<file path="src/rtl/seg7_pkg.sv">
// Shared seven-segment definitions: active-low glyph constants (bit 0 = a .. bit 6 = g),
// the blank pattern, and the output-frame state encoding.
package seg7_pkg;

  localparam logic [6:0] SEG_GLYPH_0 = 7'b1000000;
  localparam logic [6:0] SEG_GLYPH_1 = 7'b1111001;
  localparam logic [6:0] SEG_GLYPH_2 = 7'b0100100;
  localparam logic [6:0] SEG_GLYPH_3 = 7'b0110000;
  localparam logic [6:0] SEG_GLYPH_4 = 7'b0011001;
  localparam logic [6:0] SEG_GLYPH_5 = 7'b0010010;
  localparam logic [6:0] SEG_GLYPH_6 = 7'b0000010;
  localparam logic [6:0] SEG_GLYPH_7 = 7'b1111000;
  localparam logic [6:0] SEG_GLYPH_8 = 7'b0000000;
  localparam logic [6:0] SEG_GLYPH_9 = 7'b0010000;
  localparam logic [6:0] SEG_GLYPH_A = 7'b0001000;
  localparam logic [6:0] SEG_GLYPH_B = 7'b0000011;
  localparam logic [6:0] SEG_GLYPH_C = 7'b1000110;
  localparam logic [6:0] SEG_GLYPH_D = 7'b0100001;
  localparam logic [6:0] SEG_GLYPH_E = 7'b0000110;
  localparam logic [6:0] SEG_GLYPH_F = 7'b0001110;
  localparam logic [6:0] SEG_BLANK   = 7'b1111111;

  localparam int unsigned SEG_CNT_W = 4;

  typedef enum logic {
    ST_EMPTY = 1'b0,
    ST_FULL  = 1'b1
  } out_state_e;

  // Nibble -> glyph, for the hex encoder side of the codebase.
  function automatic logic [6:0] seg7_encode(input logic [3:0] nib);
    logic [6:0] pat;
    case (nib)
      4'h0:    pat = SEG_GLYPH_0;
      4'h1:    pat = SEG_GLYPH_1;
      4'h2:    pat = SEG_GLYPH_2;
      4'h3:    pat = SEG_GLYPH_3;
      4'h4:    pat = SEG_GLYPH_4;
      4'h5:    pat = SEG_GLYPH_5;
      4'h6:    pat = SEG_GLYPH_6;
      4'h7:    pat = SEG_GLYPH_7;
      4'h8:    pat = SEG_GLYPH_8;
      4'h9:    pat = SEG_GLYPH_9;
      4'hA:    pat = SEG_GLYPH_A;
      4'hB:    pat = SEG_GLYPH_B;
      4'hC:    pat = SEG_GLYPH_C;
      4'hD:    pat = SEG_GLYPH_D;
      4'hE:    pat = SEG_GLYPH_E;
      4'hF:    pat = SEG_GLYPH_F;
      default: pat = SEG_BLANK;
    endcase
    return pat;
  endfunction

endpackage

</file>
<file path="src/rtl/seg7_lookup.sv">
// Combinational glyph decoder: 7-bit active-low pattern -> hex nibble plus invalid flag.
module seg7_lookup
  import seg7_pkg::*;
(
  input  logic [6:0] pat,
  output logic [3:0] nibble,
  output logic       invalid
);

  // Anything that is not one of the 16 hex glyphs (blank included) decodes to 0 and flags.
  always_comb begin
    nibble  = 4'h0;
    invalid = 1'b0;
    case (pat)
      SEG_GLYPH_0: nibble = 4'h0;
      SEG_GLYPH_1: nibble = 4'h1;
      SEG_GLYPH_2: nibble = 4'h2;
      SEG_GLYPH_3: nibble = 4'h3;
      SEG_GLYPH_4: nibble = 4'h4;
      SEG_GLYPH_5: nibble = 4'h5;
      SEG_GLYPH_6: nibble = 4'h6;
      SEG_GLYPH_7: nibble = 4'h7;
      SEG_GLYPH_8: nibble = 4'h8;
      SEG_GLYPH_9: nibble = 4'h9;
      SEG_GLYPH_A: nibble = 4'hA;
      SEG_GLYPH_B: nibble = 4'hB;
      SEG_GLYPH_C: nibble = 4'hC;
      SEG_GLYPH_D: nibble = 4'hD;
      SEG_GLYPH_E: nibble = 4'hE;
      SEG_GLYPH_F: nibble = 4'hF;
      default: begin
        nibble  = 4'h0;
        invalid = 1'b1;
      end
    endcase
  end

endmodule

</file>
<file path="src/rtl/seg7_decoder.sv">
// Multiplexed seven-segment capture: debounces each digit's pattern, decodes it on a stable
// run, and hands complete frames to a valid/ready consumer.
module seg7_decoder
  import seg7_pkg::*;
#(
  parameter int unsigned NUM_DIGITS    = 4,
  parameter int unsigned STABLE_CYCLES = 4
) (
  input  logic                    clk,
  input  logic                    reset,
  input  logic [6:0]              seg_in,
  input  logic [2:0]              dig_idx,
  input  logic                    seg_valid,
  output logic [4*NUM_DIGITS-1:0] out_word,
  output logic [NUM_DIGITS-1:0]   out_err,
  output logic                    out_valid,
  input  logic                    out_ready
);

  localparam logic [SEG_CNT_W-1:0] STABLE_C = SEG_CNT_W'(STABLE_CYCLES);
  localparam logic [3:0]           NDIG_C   = 4'(NUM_DIGITS);

  logic [6:0]              last_pat_r [NUM_DIGITS];
  logic [SEG_CNT_W-1:0]    cnt_r      [NUM_DIGITS];
  logic [SEG_CNT_W-1:0]    cnt_nxt_s  [NUM_DIGITS];
  logic [4*NUM_DIGITS-1:0] value_r;
  logic [NUM_DIGITS-1:0]   err_r;
  logic [NUM_DIGITS-1:0]   got_r;
  logic [NUM_DIGITS-1:0]   hit_s;
  logic [NUM_DIGITS-1:0]   same_s;
  logic [NUM_DIGITS-1:0]   commit_s;
  logic                    sample_ok_s;
  logic                    load_s;
  logic [3:0]              dec_nib_s;
  logic                    dec_inv_s;
  out_state_e              state_r;

  seg7_lookup u_lookup (
    .pat     (seg_in),
    .nibble  (dec_nib_s),
    .invalid (dec_inv_s)
  );

  assign sample_ok_s = seg_valid && ({1'b0, dig_idx} < NDIG_C);
  assign load_s      = (&got_r) && ((state_r == ST_EMPTY) || out_ready);

  // Per-digit run counting; commit only on the sample that reaches STABLE_CYCLES exactly.
  always_comb begin
    hit_s     = '0;
    same_s    = '0;
    commit_s  = '0;
    cnt_nxt_s = '{default: '0};
    for (int i = 0; i < NUM_DIGITS; i++) begin
      hit_s[i]  = sample_ok_s && (dig_idx == 3'(i));
      same_s[i] = (seg_in == last_pat_r[i]);
      if (same_s[i]) begin
        if (cnt_r[i] == STABLE_C) begin
          cnt_nxt_s[i] = STABLE_C;
        end else begin
          cnt_nxt_s[i] = cnt_r[i] + SEG_CNT_W'(1);
        end
      end else begin
        cnt_nxt_s[i] = SEG_CNT_W'(1);
      end
      commit_s[i] = hit_s[i] && (cnt_nxt_s[i] == STABLE_C) &&
                    !(same_s[i] && (cnt_r[i] == STABLE_C));
    end
  end

  // Digit capture registers; a commit's got-set wins over a same-cycle frame-load clear.
  always_ff @(posedge clk) begin
    if (reset) begin
      for (int i = 0; i < NUM_DIGITS; i++) begin
        last_pat_r[i] <= SEG_BLANK;
        cnt_r[i]      <= '0;
      end
      value_r <= '0;
      err_r   <= '0;
      got_r   <= '0;
    end else begin
      for (int i = 0; i < NUM_DIGITS; i++) begin
        if (hit_s[i]) begin
          last_pat_r[i] <= seg_in;
          cnt_r[i]      <= cnt_nxt_s[i];
        end
        if (commit_s[i]) begin
          value_r[4*i +: 4] <= dec_nib_s;
          err_r[i]          <= dec_inv_s;
          got_r[i]          <= 1'b1;
        end else if (load_s) begin
          got_r[i] <= 1'b0;
        end
      end
    end
  end

  // Output frame FSM; out_word/out_err only change on a load edge.
  always_ff @(posedge clk) begin
    if (reset) begin
      state_r   <= ST_EMPTY;
      out_word  <= '0;
      out_err   <= '0;
      out_valid <= 1'b0;
    end else begin
      case (state_r)
        ST_EMPTY: begin
          if (load_s) begin
            state_r   <= ST_FULL;
            out_word  <= value_r;
            out_err   <= err_r;
            out_valid <= 1'b1;
          end else begin
            out_valid <= 1'b0;
          end
        end
        ST_FULL: begin
          if (load_s) begin
            out_word  <= value_r;
            out_err   <= err_r;
            out_valid <= 1'b1;
          end else if (out_ready) begin
            state_r   <= ST_EMPTY;
            out_valid <= 1'b0;
          end else begin
            out_valid <= 1'b1;
          end
        end
        default: begin
          state_r   <= ST_EMPTY;
          out_valid <= 1'b0;
        end
      endcase
    end
  end

endmodule

</file>
<file path="config.mk">
export PLATFORM = sky130hd
export DESIGN_NAME = seg7_decoder
export DESIGN_NICKNAME = d
export VERILOG_FILES = /design/src/rtl/seg7_pkg.sv /design/src/rtl/seg7_lookup.sv /design/src/rtl/seg7_decoder.sv
export SDC_FILE = /design/constraint.sdc
export NUM_CORES = 1
export LEC_CHECK = 0
export BUFFER_PORTS_ARGS = -buffer_cell sky130_fd_sc_hd__buf_2
export CAP_MARGIN = 20
export CORE_ASPECT_RATIO = 0.8
export CORE_MARGIN = 2
export CORE_UTILIZATION = 40
export CTS_BUF_LIST = sky130_fd_sc_hd__clkbuf_4 sky130_fd_sc_hd__clkbuf_8
export DETAILED_ROUTE_END_ITERATION = 10
export SYNTH_ARGS = -nofsm -noshare
export SYNTH_HDL_FRONTEND = slang
export SYNTH_HIERARCHICAL = 1
export SYNTH_SLANG_ARGS = --single-unit
export TNS_END_PERCENT = 20
</file>
<file path="constraint.sdc">
create_clock -name clk -period 5.15 [get_ports clk]
set_input_delay 0.2575 -clock clk [delete_from_list [all_inputs] [get_ports clk]]
set_output_delay 0.2575 -clock clk [all_outputs]
set_load 0.02 [all_outputs]
</file>
Word-level counts from Yosys, hierarchy flattened --
Memories as Yosys holds them, arrays and structs flattened. Cells that the tools add are included.
Storage, ports and cells: memory bits (writable) 44, input port bits 14, output and inout port bits 21, logic and storage cells 135, memories 2, register bits after elaboration 45
Memories:
- last_pat_r | depth 4, width 7, read ports 4, clocked after Yosys merged registers in 0, write ports 4, line seg7_decoder.sv:23 | logic [6:0] last_pat_r [NUM_DIGITS];
- cnt_r | depth 4, width 4, read ports 4, clocked after Yosys merged registers in 0, write ports 4, line seg7_decoder.sv:24 | logic [SEG_CNT_W-1:0] cnt_r [NUM_DIGITS];
Cells by class: order comparisons 1, multiplexer cells 43, eq/ne operators 30, $add $sub $neg 4, reduce and logical (&&, ||, !) cells 31, bitwise gates (word level) 9
Operator list (number):
- case mux 4 bit (15 select lines) | 1
- 2-to-1 mux 4 bit | 13
- equality test 4 x 3 -> 1 bit (second input constant) | 8
- equality test 7 bit | 4
- equality test 7 bit (second input constant) | 4
- 2-to-1 mux 7 bit | 4
- 2-to-1 mux 1 bit | 23
- equality test 7 x 5 -> 1 bit (second input constant) | 3
- equality test 7 x 6 -> 1 bit (second input constant) | 3
- logical AND 1 bit | 18
- adder 4 x 1 -> 4 bit (second input constant) | 4
- 2-to-1 mux 16 bit | 1
- OR reduction 16 bit | 1
- equality test 7 x 2 -> 1 bit (second input constant) | 2
- equality test 7 x 4 -> 1 bit (second input constant) | 2
- OR 1 bit | 8
- nonzero test 2 bit | 4
- equality test 7 x 3 -> 1 bit (second input constant) | 1
- logical NOT 7 bit | 1
- equality test 3 x 2 -> 1 bit (second input constant) | 2
- logical NOT 1 bit | 4
- AND reduction 4 bit | 1
- equality test 3 x 1 -> 1 bit (second input constant) | 1
- logical NOT 3 bit | 1
- 4 further kinds | 4

Logic depth before layout (Yosys ltp) --
Gate-level depths: netlist (run 1).
depth in word-level cells 7, mapped depth 8, depth with buffers taken out 7

Modules after synthesis --
The synthesis (run 1) kept the hierarchy.
By module, submodules not included:
- seg7_decoder | cells each 383, area each 4032.6 um^2, seq. area each 2222.1 um^2, times used 1
- seg7_lookup | cells each 50, area each 357.8 um^2, seq. area each 0.0 um^2, times used 1

Worst setup path before layout (run 1) --
No wires, ideal clock.
path type input -> register, start input port seg_in[6], end register err_r[1], setup slack 3289 ps, arrival time 1740 ps, buffers on the path 2, library setup time 121 ps, stages on the path 7, required time 5029 ps, cells stage by stage buf_2 > xor2_1 > nor4_1 > nand4_1 > or4_1 > buf_6 > mux2i_1
On the way: cells in the longest elaborated chain, start to end 5, elaborated cells on any way between the ends 25, classes of those cells 17 x eq/ne; 2 x mux; 6 x reduce/logical
Ends and longest elaborated chain:
- start, declared | line seg7_decoder.sv:11 | input logic [6:0] seg_in,
- equality test 7 bit | line seg7_decoder.sv:55 | same_s[i] = (seg_in == last_pat_r[i]);
- 2-to-1 mux 4 bit | line seg7_decoder.sv:56 | if (same_s[i]) begin
- equality test 4 x 3 -> 1 bit | line seg7_decoder.sv:65 | commit_s[i] = hit_s[i] && (cnt_nxt_s[i] == STABLE_C) &&
- logical AND 1 bit (2 in series) | line seg7_decoder.sv:65
- end signal, assigned by index | line seg7_decoder.sv:88 | err_r[i] <= dec_inv_s;
- end, declared | line seg7_decoder.sv:27 | logic [NUM_DIGITS-1:0] err_r;
Several ways; a longest one is shown, not always the timed one. A chain may end at the register's enable or synchronous reset.

==> flow_summary.json, run 1 <==
{
  "status": "complete, no violations",
  "synthFlopType": "dfxtp_1",
  "overflow": 0,
  "cts_buffers": 9,
  "syn_to_final_growth_pct": 10.1,
  "clock_path_buffers": 2,
  "vias_per_cell": 5.06,
  "ys_types": 49,
  "cts_tree": "done",
  "end_kind": "register",
  "drv_cap": 0,
  "fin_crit_ps": 2200,
  "netlist_instances": 433,
  "max_stage_delay_ps": 760,
  "syn_nets": 455,
  "cts_root_buf": "clkbuf_8",
  "path_max_fanout": 6,
  "drtIter0Drc": 237,
  "die_x_um": 121,
  "power.total_mw": 1.39,
  "worstSetupPathType": "register to register",
  "post_cts_buffers": 0,
  "relSlewSlack_pct": 30.5,
  "synth_async_sr_flop_share_pct": 0,
  "peakVddDrop_uv": 164,
  "start_util_pct": 40.8,
  "drv_slew": 0,
  "grtUsageMet3_pct": 3.70,
  "synth_seq_cells": 89,
  "fin_nets": 475,
  "synth.avg_cell_area_um2": 10.1,
  "wl_um": 8570,
  "clkTransAtPathRegs_ps": 80,
  "tightest_slew_ps": 1040,
  "yosys_warnings": 6,
  "grt_usage_pct": 15.3,
  "cts_resized": 0,
  "drcViolationCount": 0,
  "cp-start-kind": "register",
  "postRouteAntennaNets": 0,
  "grt_use_met2_pct": 23.2,
  "rsz0062_at_grt": "false",
  "setup_tns_ps": 0,
  "fmax_mhz": 455,
  "clkLatencyLatePin_ps": 350,
  "synth_area_um2": 4390,
  "cellLeakagePower_nw": 1.80,
  "finalHoldViolations": 0,
  "cts_hold_buffers": 0,
  "synth_edf_count": 44,
  "post-route-period-util_pct": 42.7,
  "final.setup_skew_ps": 8.52,
  "pin_count": 35,
  "routedWlPerCell_um": 14.2,
  "grt_pass1_vias": 2915,
  "core_area_um2": 10800,
  "yosysSeqAreaShare_pct": 50.6,
  "critPathRequiredTime_ps": 5370,
  "grt_pass1_wl_um": 14300,
  "setup_viol_count_final": 0,
  "crit_arrival_ps": 2420,
  "post_route_cells_drive_above_1_share_pct": 14.2,
  "vias": 3048,
  "htreeDepth": 3,
  "p_per_area_nw_per_um2": 287,
  "grt_use_met1_pct": 22.0,
  "antenna_found_initial": 0,
  "gp_congestion": 0.808,
  "die_h_um": 97.7,
  "rows": 34,
  "grt_max_degree": 67,
  "slowest_stage": "or4_1",
  "diodes": 0,
  "drtPass1Iterations": 5,
  "final_cell_mix": "nand2b_1, nand2_1, dfxtp_1",
  "clock_sinks": 89,
  "worstHoldPathType": "input port to register",
  "die_area_um2": 11800,
  "path_cells": "xor2_1 -> nor4_1 -> nand4_1 -> or4_1 -> mux2i_1",
  "dp.final_hpwl_um": 5670,
  "grt_busiest_layer": "met2",
  "portBuffers": 34
}
where the power goes:
part           leakage, nW  internal (mW)  switching, mW
Combinational        0.881         0.0440         0.0651
Sequential           0.805          0.763         0.0123
Clock                0.110          0.254          0.249
path summary, 6_finish.rpt:
kind	depth (start not counted)	from	slack, ps	to
setup / recovery	5	last_pat_r[1][5]	2950	value_r[4]
hold / removal	3	out_ready	240	state_r
setup reg to reg	5	last_pat_r[1][5]	2950	value_r[4]
hold reg to reg	2	out_word[6]	450	out_word[6]
synth_stat cells (2+ instances only):
| master | count | share of area (%) |
|---|---|---|
| nand2_1 | 52 | 4.4 |
| nand2b_1 | 52 | 7.4 |
| dfxtp_1 | 45 | 21 |
| edfxtp_1 | 44 | 30 |
| a21oi_1 | 31 | 3.5 |
| xnor2_1 | 27 | 5.4 |
| mux2i_1 | 21 | 4.8 |
| clkbuf_1 | 18 | 1.5 |
| nand3_1 | 15 | 1.7 |
| nor2_1 | 14 | 1.2 |
| inv_1 | 12 | 1.0 |
| ha_1 | 8 | 2.3 |
| nand4_1 | 7 | 1.0 |
| or3_1 | 7 | 1.0 |
| nor2b_1 | 6 | 0.86 |
| nor3_1 | 6 | 0.68 |
| a211oi_1 | 5 | 0.86 |
| buf_2 | 5 | 0.57 |
| xor2_1 | 5 | 1.0 |
| and3_1 | 4 | 0.57 |
| nor3b_1 | 4 | 0.68 |
| nor4_1 | 4 | 0.57 |
| or2_2 | 4 | 0.57 |
| buf_6 | 3 | 0.77 |
| nor4b_1 | 3 | 0.60 |
| a211o_1 | 2 | 0.40 |
| a21boi_0 | 2 | 0.34 |
| a311oi_1 | 2 | 0.40 |
| and4b_1 | 2 | 0.46 |
| nor3b_2 | 2 | 0.57 |
| o21ai_0 | 2 | 0.23 |
| o21bai_1 | 2 | 0.34 |
registers in the layout (all words and copies together), names as in the netlist:
register and cells:
state_r 1, last_pat_r 28, got_r 4, cnt_r 16
out_word 16, value_r 16, err_r 4, out_err 4
per-stage QoR:
step	instances	setup WS, ps	cell area [µm²]	util (%)	hold WS [ps]
floorplan	433	3290	4390	-	432
global placement	586	2910	4620	42.9	441
detailed placement	586	2810	4620	42.9	445
CTS	602	2970	4830	44.9	213
global route	602	2840	4830	44.9	271
finish	602	2950	4830	44.9	237
cell type report:
cell class              count  area [µm²]
multi-input cells         305        1990
inverters                  12        45.0
well taps                 144         180
flip-flops and latches     89        2220
clock buffers              11         151
fillers                  1038        5930
repair buffers             36         185
clock inverters             5        61.3
kinds of logic (layout without fill, tap and decap cells):
| group | after synthesis | count (layout) | synth area share [%] |
|---|---|---|---|
| compound gates | 53 | 53 | 7.75 |
| xor+xnor | 32 | 32 | 6.38 |
| buf+inv | 39 | 64 | 4.07 |
| mux | 21 | 21 | 4.79 |
| flops | 89 | 89 | 50.6 |
| fa+ha+maj | 8 | 8 | 2.28 |
| simple gates | 191 | 191 | 24.1 |
critical path, delay by kind of cell, from the launching register on:
| kind | cells | cell delay [ps] |
|---|---|---|
| AND/OR/NAND/NOR | 3 | 1370 |
| multiplexers | 1 | 180 |
| flip-flops | 1 | 380 |
| XOR/XNOR | 1 | 150 |
per-layer routing:
layer  vias to the layer above  part of all wire (%)
met4                         0                  0.60
met5                         -                     0
li1                       1536                     -
met2                        68                    45
met1                      1440                    49
met3                         4                   4.6
No activity file was read; power rests on OpenSTA's default activity.
==> run 2: changes to the inputs <==
Clock period 5.15 ns to 1.8 ns, I/O delays scaled along.
==> flow_summary.json, run 2 (same netlist as run 1, synthesis figures left out) <==
{
  "status": "finished with violations",
  "violations": "setup timing",
  "setup_tns_ps": -492,
  "antenna_found_initial": 0,
  "grt_busiest_layer": "met2",
  "drv_slew": 0,
  "die_h_um": 97.7,
  "p_clk_share_pct": 36.7,
  "hold_end": "state_r",
  "grt_usage_pct": 16.3,
  "reg2regPathDepth": 7,
  "hold_depth": 3,
  "vias": 3177,
  "seqPwrFrac_pct": 54.4,
  "final_cell_mix": "nand2b_1, nand2_1, dfxtp_1",
  "fin_nets": 498,
  "min_from": "out_ready",
  "power.internal_mw": 3.14,
  "core_area_um2": 10800,
  "drtIter0Drc": 151,
  "portBuffers": 34,
  "grtUsageMet3_pct": 4.34,
  "tightest_slew_ps": 550,
  "pwr-share-comb_pct": 9.0,
  "gp_congestion": 0.751,
  "n_fill_cell": 1019,
  "cp-start-kind": "register",
  "clkTransAtPathRegs_ps": 80,
  "grt_use_met1_pct": 22.5,
  "htreeDepth": 3,
  "pin_count": 35,
  "rr_endpoint": "value_r[4]",
  "vias_per_cell": 5.08,
  "routedWlPerCell_um": 14.4,
  "die_area_um2": 11800,
  "final_cells": 625,
  "grt_pass1_wl_um": 15200,
  "p_sw_share_pct": 23.1,
  "finalHoldViolations": 0,
  "peakVddDrop_uv": 497,
  "rsz0062_at_grt": "true",
  "worstSetupPathType": "register to register",
  "cellLeakagePower_nw": 1.92,
  "largest-register": "last_pat_r",
  "post_route_cells_drive_above_1_share_pct": 21.4,
  "setup_ws_ps": -96.5,
  "largest_reg_flops": 28,
  "grt_max_degree": 34,
  "holdWs_ps": 51.9,
  "cts_buffers": 9,
  "start_util_pct": 40.8,
  "diodes": 0,
  "relSlewSlack_pct": 63.3,
  "worstHoldPathType": "input port to register",
  "postRouteAntennaNets": 0,
  "switching_power_uw": 943,
  "drtPass1Iterations": 4,
  "syn_to_final_growth_pct": 16.2,
  "setup_viol_count_final": 6,
  "clock_sinks": 89,
  "end_kind": "register",
  "dpl_cell_area_um2": 4810,
  "die_x_um": 121,
  "dp.final_hpwl_um": 6130,
  "rows": 34,
  "grt_pass1_vias": 3093,
  "grt_use_met2_pct": 25.0,
  "critPathRequiredTime_ps": 2040,
  "reg2reg_slack_ps": -100,
  "cts_tree": "done",
  "final_util_pct": 47.4,
  "drv_cap": 0,
  "fin_area_um2": 5100,
  "pre_cts_ws_ps": -187,
  "crit_arrival_ps": 2140,
  "p_per_area_nw_per_um2": 800,
  "power.total_mw": 4.08,
  "final.setup_skew_ps": 9.87,
  "dp.cells": 608,
  "overflow": 0,
  "wl_um": 8980,
  "fmax_mhz": 527,
  "drcViolationCount": 0,
  "post-route-period-util_pct": 105,
  "cts_root_buf": "clkbuf_8",
  "r2r_start": "cnt_r[1][0]",
  "clock_path_buffers": 2,
  "fin_crit_ps": 1900,
  "path_max_fanout": 6,
  "clkLatencyLatePin_ps": 360
}
## run 2: layout make-up
class | instances | area (µm²) | share of cell area [%]
Clock inverter | 6 | 82.6 | 1.62
Inverter | 12 | 45.0 | 0.883
Sequential cell | 89 | 2220 | 43.6
Multi-Input combinational cell | 305 | 2060 | 40.4
Timing Repair Buffer | 59 | 378 | 7.41
Tap cell | 144 | 180 | 3.53
Clock buffer | 10 | 131 | 2.58
## run 2: worst max-delay path by stage
stage	to	cells after the start	startpoint	slack, ps
3_3_place_gp	value_r[4]	6	last_pat_r[1][5]	-170
3_5_place_dp	value_r[4]	6	last_pat_r[1][5]	-190
6_report	value_r[4]	7	cnt_r[1][0]	-100
4_1_cts	value_r[6]	6	last_pat_r[1][5]	-110
5_1_grt	err_r[1]	7	cnt_r[1][0]	-190
2_1_floorplan	err_r[1]	8	cnt_r[1][0]	-4
## run 2: power by group through the flow
stage / sequential (mW) / clock (mW) / combinational [mW]
after floorplan: 2.26 / 0 / 0.248
after global placement: 2.26 / 0 / 0.338
after detailed placement: 2.26 / 0 / 0.348
after CTS: 2.22 / 1.54 / 0.359
after global routing: 2.22 / 1.62 / 0.405
final: 2.22 / 1.50 / 0.366
## run 2: what timing repair did
item,4_1_cts,5_1_grt
setup endpoints to repair,16,24
pin swaps,2,5
hold buffers,0,0
resized for setup,5,13
buffers inserted,2,0
## run 2: worst max-delay path, stage by stage (launching register included)
cell	delay, ps
edfxtp_1	450
inv_2	110
ha_4	130
nor2_2	30
mux2i_1	180
nand4_1	120
or4_4	620
mux2i_1	140
## run 2: layer usage
layer / wire (µm) / vias to the layer above
met4: 96 / 0
met2: 4170 / 58
met5: 0 / -
met3: 384 / 8
met1: 4330 / 1523
li1: - / 1588
